File: src/rtl/readout_stream.sv
// Drains the readout DPRAM after each readout cycle: tracks the readout window,
// waits for the valid strobe, sweeps every address once and emits present entries.
module readout_stream #(
  parameter int ADDR_WIDTH     = 9,
  parameter int DATA_WIDTH     = 32,
  parameter int TIMEOUT_CYCLES = 64
) (
  input  logic                  clk,
  input  logic                  reset,
  input  logic                  readoutActive,
  input  logic                  readoutValid,
  output logic [ADDR_WIDTH-1:0] readoutAddress,
  input  logic [DATA_WIDTH-1:0] readoutData,
  input  logic                  readoutPresent,
  output logic [ADDR_WIDTH-1:0] packetIndex,
  output logic [DATA_WIDTH-1:0] packetData,
  output logic                  packetValid,
  output logic [2:0]            state
);

  // Handshake: readoutValid is sampled only in WAIT_VALID (level or pulse);
  // packetValid qualifies packetIndex/packetData for exactly one cycle, no backpressure.

  typedef enum logic [2:0] {
    S_IDLE       = 3'd0,
    S_ACTIVE     = 3'd1,
    S_WAIT_VALID = 3'd2,
    S_STREAM     = 3'd3,
    S_DRAIN      = 3'd4
  } state_t;

  localparam int CW = $clog2(TIMEOUT_CYCLES + 1);
  localparam logic [CW-1:0]         TMO_LAST  = CW'(TIMEOUT_CYCLES - 1);
  localparam logic [ADDR_WIDTH-1:0] ADDR_LAST = '1;

  state_t                cur;
  logic [CW-1:0]         tmo_cnt;
  logic                  drain_cnt;
  logic                  issue_valid;
  logic [ADDR_WIDTH-1:0] issue_addr;

  assign state = cur;

  always_ff @(posedge clk or negedge reset) begin
    if (!reset) begin
      cur            <= S_IDLE;
      readoutAddress <= '0;
      tmo_cnt        <= '0;
      drain_cnt      <= 1'b0;
    end else begin
      case (cur)
        S_IDLE: begin
          readoutAddress <= '0;
          tmo_cnt        <= '0;
          if (readoutActive) cur <= S_ACTIVE;
        end
        S_ACTIVE: begin
          if (!readoutActive) begin
            cur     <= S_WAIT_VALID;
            tmo_cnt <= '0;
          end
        end
        S_WAIT_VALID: begin
          // Valid wins over a re-opened window and over the timeout.
          if (readoutValid) begin
            cur            <= S_STREAM;
            readoutAddress <= '0;
          end else if (readoutActive) begin
            cur <= S_ACTIVE;
          end else if (tmo_cnt == TMO_LAST) begin
            cur     <= S_IDLE;
            tmo_cnt <= '0;
          end else begin
            tmo_cnt <= tmo_cnt + CW'(1);
          end
        end
        S_STREAM: begin
          readoutAddress <= readoutAddress + ADDR_WIDTH'(1);
          if (readoutAddress == ADDR_LAST) begin
            cur       <= S_DRAIN;
            drain_cnt <= 1'b0;
          end
        end
        S_DRAIN: begin
          drain_cnt <= 1'b1;
          if (drain_cnt) cur <= S_IDLE;
        end
        default: cur <= S_IDLE;
      endcase
    end
  end

  // Two-stage pipeline matching the DPRAM's one-cycle registered read.
  always_ff @(posedge clk or negedge reset) begin
    if (!reset) begin
      issue_valid <= 1'b0;
      issue_addr  <= '0;
      packetIndex <= '0;
      packetData  <= '0;
      packetValid <= 1'b0;
    end else begin
      issue_valid <= (cur == S_STREAM);
      issue_addr  <= readoutAddress;
      packetIndex <= issue_addr;
      packetData  <= readoutData;
      packetValid <= issue_valid & readoutPresent;
    end
  end

endmodule

File: config.mk
export PLATFORM = sky130hd
export DESIGN_NAME = readout_stream
export DESIGN_NICKNAME = d
export VERILOG_FILES = /design/src/rtl/readout_stream.sv
export SDC_FILE = /design/constraint.sdc
export NUM_CORES = 1
export LEC_CHECK = 0
export ABC_AREA = 1
export CAP_MARGIN = 0
export CORE_ASPECT_RATIO = 0.8
export CORE_MARGIN = 5
export CORE_UTILIZATION = 41
export CTS_BUF_LIST = sky130_fd_sc_hd__clkbuf_8
export CTS_CLUSTER_SIZE = 28
export DETAILED_ROUTE_END_ITERATION = 16
export GPL_ROUTABILITY_DRIVEN = 0
export PLACE_DENSITY = 0.78
export SETUP_SLACK_MARGIN = 0.2
export SLEW_MARGIN = 30
export SYNTH_ARGS = -nofsm -noshare
export SYNTH_HDL_FRONTEND = slang
export SYNTH_SLANG_ARGS = --single-unit
File: constraint.sdc
create_clock -name clk -period 1.6 [get_ports clk]
set_input_delay 0.32 -clock clk [delete_from_list [all_inputs] [get_ports clk]]
set_output_delay 0.32 -clock clk [all_outputs]
set_load 0.005 [all_outputs]
==> impl_metrics.env, run 1 <==
export IMPL_status="finished clean"
export IMPL_start_util_pct=42.0
export IMPL_fin_hold_ws_ns=0.351
export IMPL_num_vias=1978
export IMPL_worstSkewPairLatency_ns=0.34
export IMPL_multi_input_area_um2=654
export IMPL_crit_path_end_kind="flop"
export IMPL_drtIter0Drc=64
export IMPL_syn_inst=211
export IMPL_arrival_ns=1.80
export IMPL_min_path_cells=0
export IMPL_crit_buf_inv=1
export IMPL_post_synth_top_area_cell="dfrtp_1"
export IMPL_crit_path_max_fanout=3
export IMPL_cts_path_max_buffers=2
export IMPL_io_pins=91
export IMPL_place_inst=390
export IMPL_clk_pin_slew_ns=0.07
export IMPL_final_cell_mix="dfrtp_1 (69), nand2_1 (52), dlygate4sd2_1 (48)"
export IMPL_grt_max_degree=44
export IMPL_dieArea_um2=7690
export IMPL_cp_top_family="simple AND/OR/NAND/NOR gates"
export IMPL_slew_viol_final=0
export IMPL_hp_class="flop to flop"
export IMPL_root_buffer="clkbuf_8"
export IMPL_critPathKind="flop to flop"
export IMPL_regToRegSetupSlack_ns=0.03
export IMPL_num_nets_final=383
export IMPL_fmax_mhz=636
export IMPL_nFillCells=459
export IMPL_cp_slowest_cell="dfrtp_1"
export IMPL_rsz0062_at_grt="true"
export IMPL_crit_path_max_incr_delay_ns=0.41
export IMPL_cp_cell_sequence="ha_4, nand4_1, nor2_1, ha_2, inv_2, nand2_2, nand2_2, nor2_4, nand2_2, nand2_2, nand2_1"
export IMPL_netlist_area_um2=2470
export IMPL_antenna_left=0
export IMPL_finalCriticalPeriod_ns=1.57
export IMPL_syn_to_final_growth_pct=60.2
export IMPL_r2r_start="readoutAddress[0]"
export IMPL_rows=25
export IMPL_core_area_um2=5880
export IMPL_die_width_um=96.8
export IMPL_clock_sinks=72
export IMPL_grtUsageTotal_pct=17.5
export IMPL_cts_tree="done"
export IMPL_overflow=0
export IMPL_maxCapViolations=0
export IMPL_port_buffers=90
export IMPL_first_global_vias=1989
export IMPL_die_y_um=79.5
export IMPL_wl_per_cell_um=14.8
export IMPL_fin_skew_ns=0.00519
export IMPL_syn_num_nets=251
export IMPL_setup_violations=0
export IMPL_grt_pass1_wl_um=10300
export IMPL_drtPass1Iterations=4
export IMPL_power_density_nw_per_um2=1220
export IMPL_antenna_cells=0
export IMPL_yosysUniqueCellTypes=23
export IMPL_final_layout_size_suffix_gt1_share_pct=23.0
export IMPL_synth_seq_cells=72
export IMPL_final_cell_count_no_fill=429
export IMPL_cp_required_ns=1.83
export IMPL_drt_total_wl_um=6360
export IMPL_p_leak_nw=2.08
export IMPL_ff2ff_path_depth=11
export IMPL_synth_top_area_share_pct=72.9
export IMPL_htreeDepth=3
export IMPL_cp_common_cell="nand2_2"
export IMPL_synth_avg_cell_area_um2=11.7
export IMPL_rr_endpoint="state[1]"
export IMPL_worstHoldStart="issue_addr[5]"
export IMPL_ir_drop_mv=1.10
export IMPL_yosysSeqAreaShare_pct=72.9
export IMPL_worst_pin_slew_ns=0.365
export IMPL_slew_headroom_pct=75.7
export IMPL_dpl_hpwl_um=4230
export IMPL_seqCellArea_um2=1810
export IMPL_synthTopCellsByArea="dfrtp_1 (73%), nand2_1 (8.7%), nand3_1 (3.6%)"
export IMPL_post_route_period_util_pct=98.3
export IMPL_drc=0
export IMPL_layout_cells_most_common="dfrtp_1"
export IMPL_hold_end="packetIndex[5]"
export IMPL_cts_made_buffers=9
export IMPL_hold_violations=0
export IMPL_antenna_found_initial=0
export IMPL_startpoint_type="flop"
export IMPL_routed_via_density=4.61
export IMPL_ys_warn_count=0
==> power breakdown <==
part,switching [W],leakage [nW],internal (W),total [W]
Combinational,0.000662,1.05,0.000569,0.00123
Sequential,0.0000677,0.915,0.00196,0.00203
Clock,0.000682,0.111,0.000880,0.00156
Total,0.00141,2.08,0.00341,0.00482
==> how the worst max path moves through the flow <==
stage / end / start / depth (start not counted)
global route: state[1] / readoutAddress[5] / 13
floorplan: state[1] / readoutAddress[0] / 11
global placement: state[1] / readoutAddress[1] / 11
detailed placement: state[1] / readoutAddress[0] / 11
finish: state[1] / readoutAddress[0] / 11
CTS: state[1] / readoutAddress[0] / 11
==> sequential cells by signal, summed over array words and instances (netlist names) <==
register and flops:
state 3, issue_valid 1, drain_cnt 1, tmo_cnt 7, readoutAddress 9, packetValid 1
packetData 32, packetIndex 9, issue_addr 9
==> area by class of cell <==
type,instances,share of cell area [%]
tap,81,2.56
sequential,72,45.6
clock inverter,7,2.37
timing repair buffer,122,27.7
clock buffer,9,3.13
inverter,23,2.18
multi-input combinational,115,16.5
==> layer usage <==
layer	wire length [um]	share of wire (%)	global-route usage (%)
met5	0	0	0
met4	46	0.72	5.47
met3	431	6.8	6.64
met2	2980	47	27.4
met1	2900	46	22.6
==> what timing repair did <==
| action | in CTS | in global routing |
|---|---|---|
| setup buffers | 16 | 6 |
| gates resized for setup | 78 | 18 |
| endpoints found under the hold margin | 29 | 0 |
| endpoints found under the setup margin | 66 | 25 |
| cloned | 0 | 0 |
| hold buffers | 1 | 0 |
| pin swaps | 7 | 10 |
==> cells by family after synthesis <==
group | share of synthesized area (%)
buffers and inverters | 3.64
adder cells (fa/ha/maj) | 1.52
multiplexers | 0.405
AO/OA/AOI/OAI | 2.63
XOR/XNOR | 1.06
flip-flops | 72.9
AND/OR/NAND/NOR | 17.9
==> synth_stat cells <==
cell type  count
nor2_1         6
dfrtp_1       72
a21oi_1        1
xor2_1         2
nand4_1        5
nand3_1       18
nor2_2         3
nor2_4         1
o21ai_0        6
o22ai_2        1
nor3_1         2
xnor2_1        1
o21ai_1        2
nand3b_1       1
nand3_4        1
clkbuf_1       1
nand2_1       57
inv_2          1
ha_1           3
inv_1         22
mux2i_1        1
a21boi_1       1
nand2_2        3
==> metrics by stage <==
stage                     setup TNS (ns)  setup slack (ns)  util, %  instance area, um2  total power (W)
after global placement                 0             0.112     60.4                3550          0.00299
after global routing              -0.159           -0.0804     67.4                3960          0.00508
after floorplan                        0            0.0944        -                2480          0.00251
final                                  0            0.0280     67.4                3960          0.00482
after detailed placement               0            0.0422     60.4                3550          0.00302
after CTS                              0            0.0490     66.1                3890          0.00469
(Power assumes the default switching activity.)
==> run 2: changes to the inputs <==
Settings changed: REMOVE_ABC_BUFFERS from default to 1.
==> impl_metrics.env, run 2 (synthesis results as in run 1) <==
export IMPL_status="finished clean"
export IMPL_power_density_nw_per_um2=1230
export IMPL_io_pins=91
export IMPL_num_nets_final=388
export IMPL_use_met3_pct=7.60
export IMPL_drtPass1Iterations=4
export IMPL_wl_per_cell_um=14.4
export IMPL_crit_path_max_fanout=3
export IMPL_finalCriticalPeriod_ns=1.56
export IMPL_largest_reg_flops=32
export IMPL_cp_required_ns=1.84
export IMPL_grt_most_used_layer="met2"
export IMPL_regToRegSetupSlack_ns=0.04
export IMPL_p_leak_nw=2.11
export IMPL_port_buffers=90
export IMPL_root_buffer="clkbuf_8"
export IMPL_hold_violations=0
export IMPL_r2r_start="readoutAddress[0]"
export IMPL_cts_tree="done"
export IMPL_clock_sinks=72
export IMPL_fin_skew_ns=0.00954
export IMPL_grtUsageMet2_pct=26.4
export IMPL_rsz0062_at_grt="true"
export IMPL_antenna_found_initial=0
export IMPL_setup_violations=0
export IMPL_grt_pass1_wl_um=10200
export IMPL_grt_max_degree=31
export IMPL_overflow=0
export IMPL_worstHoldStart="issue_addr[3]"
export IMPL_nFillCells=474
export IMPL_worstSkewPairLatency_ns=0.34
export IMPL_hp_class="flop to flop"
export IMPL_slew_viol_final=0
export IMPL_clk_pin_slew_ns=0.08
export IMPL_cts_made_buffers=9
export IMPL_antenna_cells=0
export IMPL_grtUsageTotal_pct=17.2
export IMPL_worst_pin_slew_ns=0.370
export IMPL_drc=0
export IMPL_slew_headroom_pct=75.3
export IMPL_arrival_ns=1.80
export IMPL_dpl_cell_area_um2=3560
export IMPL_antenna_left=0
export IMPL_final_cell_mix="dfrtp_1 (69), nand2_1 (54), dlygate4sd2_1 (46)"
export IMPL_maxCapViolations=0
export IMPL_grt_use_met1_pct=21.6
export IMPL_ir_drop_mv=0.719
export IMPL_first_global_vias=2014
export IMPL_min_path_cells=0
export IMPL_hold_end="packetIndex[3]"
export IMPL_die_width_um=96.8
export IMPL_crit_path_end_kind="flop"
export IMPL_seqCellArea_um2=1810
export IMPL_drtIter0Drc=66
export IMPL_drt_total_wl_um=6260
export IMPL_total_power_w=0.00495
export IMPL_dieArea_um2=7690
export IMPL_fmax_mhz=640
export IMPL_top_register="packetData"
export IMPL_ff2ff_path_depth=12
export IMPL_rows=25
export IMPL_final_layout_size_suffix_gt1_share_pct=24.4
export IMPL_startpoint_type="flop"
export IMPL_syn_to_final_growth_pct=63.2
export IMPL_routed_via_density=4.65
export IMPL_layout_cells_most_common="dfrtp_1"
export IMPL_multi_input_area_um2=684
export IMPL_num_vias=2018
export IMPL_core_area_um2=5880
export IMPL_rr_endpoint="state[0]"
export IMPL_cts_path_max_buffers=2
export IMPL_critPathKind="flop to flop"
export IMPL_fin_area_um2=4040
export IMPL_post_route_period_util_pct=97.7
export IMPL_htreeDepth=3
export IMPL_die_y_um=79.5
export IMPL_start_util_pct=42.0
export IMPL_dpl_hpwl_um=4120
[run 2: changes by cell type in the layout (fill, tap and decap cells not counted), sizes merged]
| cell | delta |
|---|---|
| o22ai | +1 |
| buf | +6 |
| dlygate4sd2 | -2 |
[run 2: what timing repair did]
| action | 4_1_cts | 5_1_grt |
|---|---|---|
| resized for setup | 78 | 32 |
| hold buffers | 1 | 0 |
| pin swaps | 6 | 7 |
| endpoints found under the hold margin | 28 | 0 |
| setup buffers | 14 | 10 |
| endpoints found under the setup margin | 65 | 26 |
| cloned | 1 | 0 |
[run 2: final cells by class]
cell class	count	share of cell area (%)
flip-flops and latches	72	44.7
repair buffers	126	28.2
multi-input cells	116	17.0
clock buffers	9	3.07
well taps	81	2.51
clock inverters	7	2.33
inverters	23	2.20
[run 2: worst max-delay path: stages, from the launching register on]
cell and delay [ns]:
dfrtp_1 0.38, buf_6 0.11, ha_4 0.12, nand4_1 0.11
nor2_1 0.12, ha_2 0.18, inv_2 0.04, nand2_2 0.06
nand2_2 0.06, nor2_4 0.10, nand2_2 0.06, nand2_1 0.05
nand2_1 0.04
[run 2: worst max path at each step]
stage | startpoint | to | slack [ns] | depth (start not counted)
after global routing | readoutAddress[0] | state[0] | -0.11 | 12
final | readoutAddress[0] | state[0] | 0.04 | 12
after CTS | state[2] | state[2] | 0.05 | 1
after global placement | readoutAddress[0] | state[1] | 0.13 | 11
after floorplan | readoutAddress[0] | state[1] | 0.05 | 11
after detailed placement | readoutAddress[0] | state[0] | 0.1 | 11
[run 2: metrics by stage]
step           instances  hold WS, ns  TNS, ns  setup WS (ns)  utilization [%]
2_1_floorplan        210       0.0244        0         0.0532                -
3_3_place_gp         392        0.262        0          0.129             60.6
3_5_place_dp         392        0.266        0         0.0966             60.6
4_1_cts              424        0.350        0         0.0494             66.2
5_1_grt              434        0.360   -0.185         -0.111             68.6
6_report             434        0.349        0         0.0369             68.6
[run 2: power by group]
part	switching, W	total [W]	internal, W
Sequential	0.0000703	0.00203	0.00196
Combinational	0.000716	0.00134	0.000628
Clock	0.000691	0.00157	0.000880
[run 2: routing by layer]
layer | up-vias | routed length, um | share of wire [%]
met3 | 11 | 490 | 7.8
met4 | 0 | 99 | 1.6
met1 | 964 | 2710 | 43
li1 | 950 | - | -
met2 | 93 | 2950 | 47
met5 | - | 0 | 0
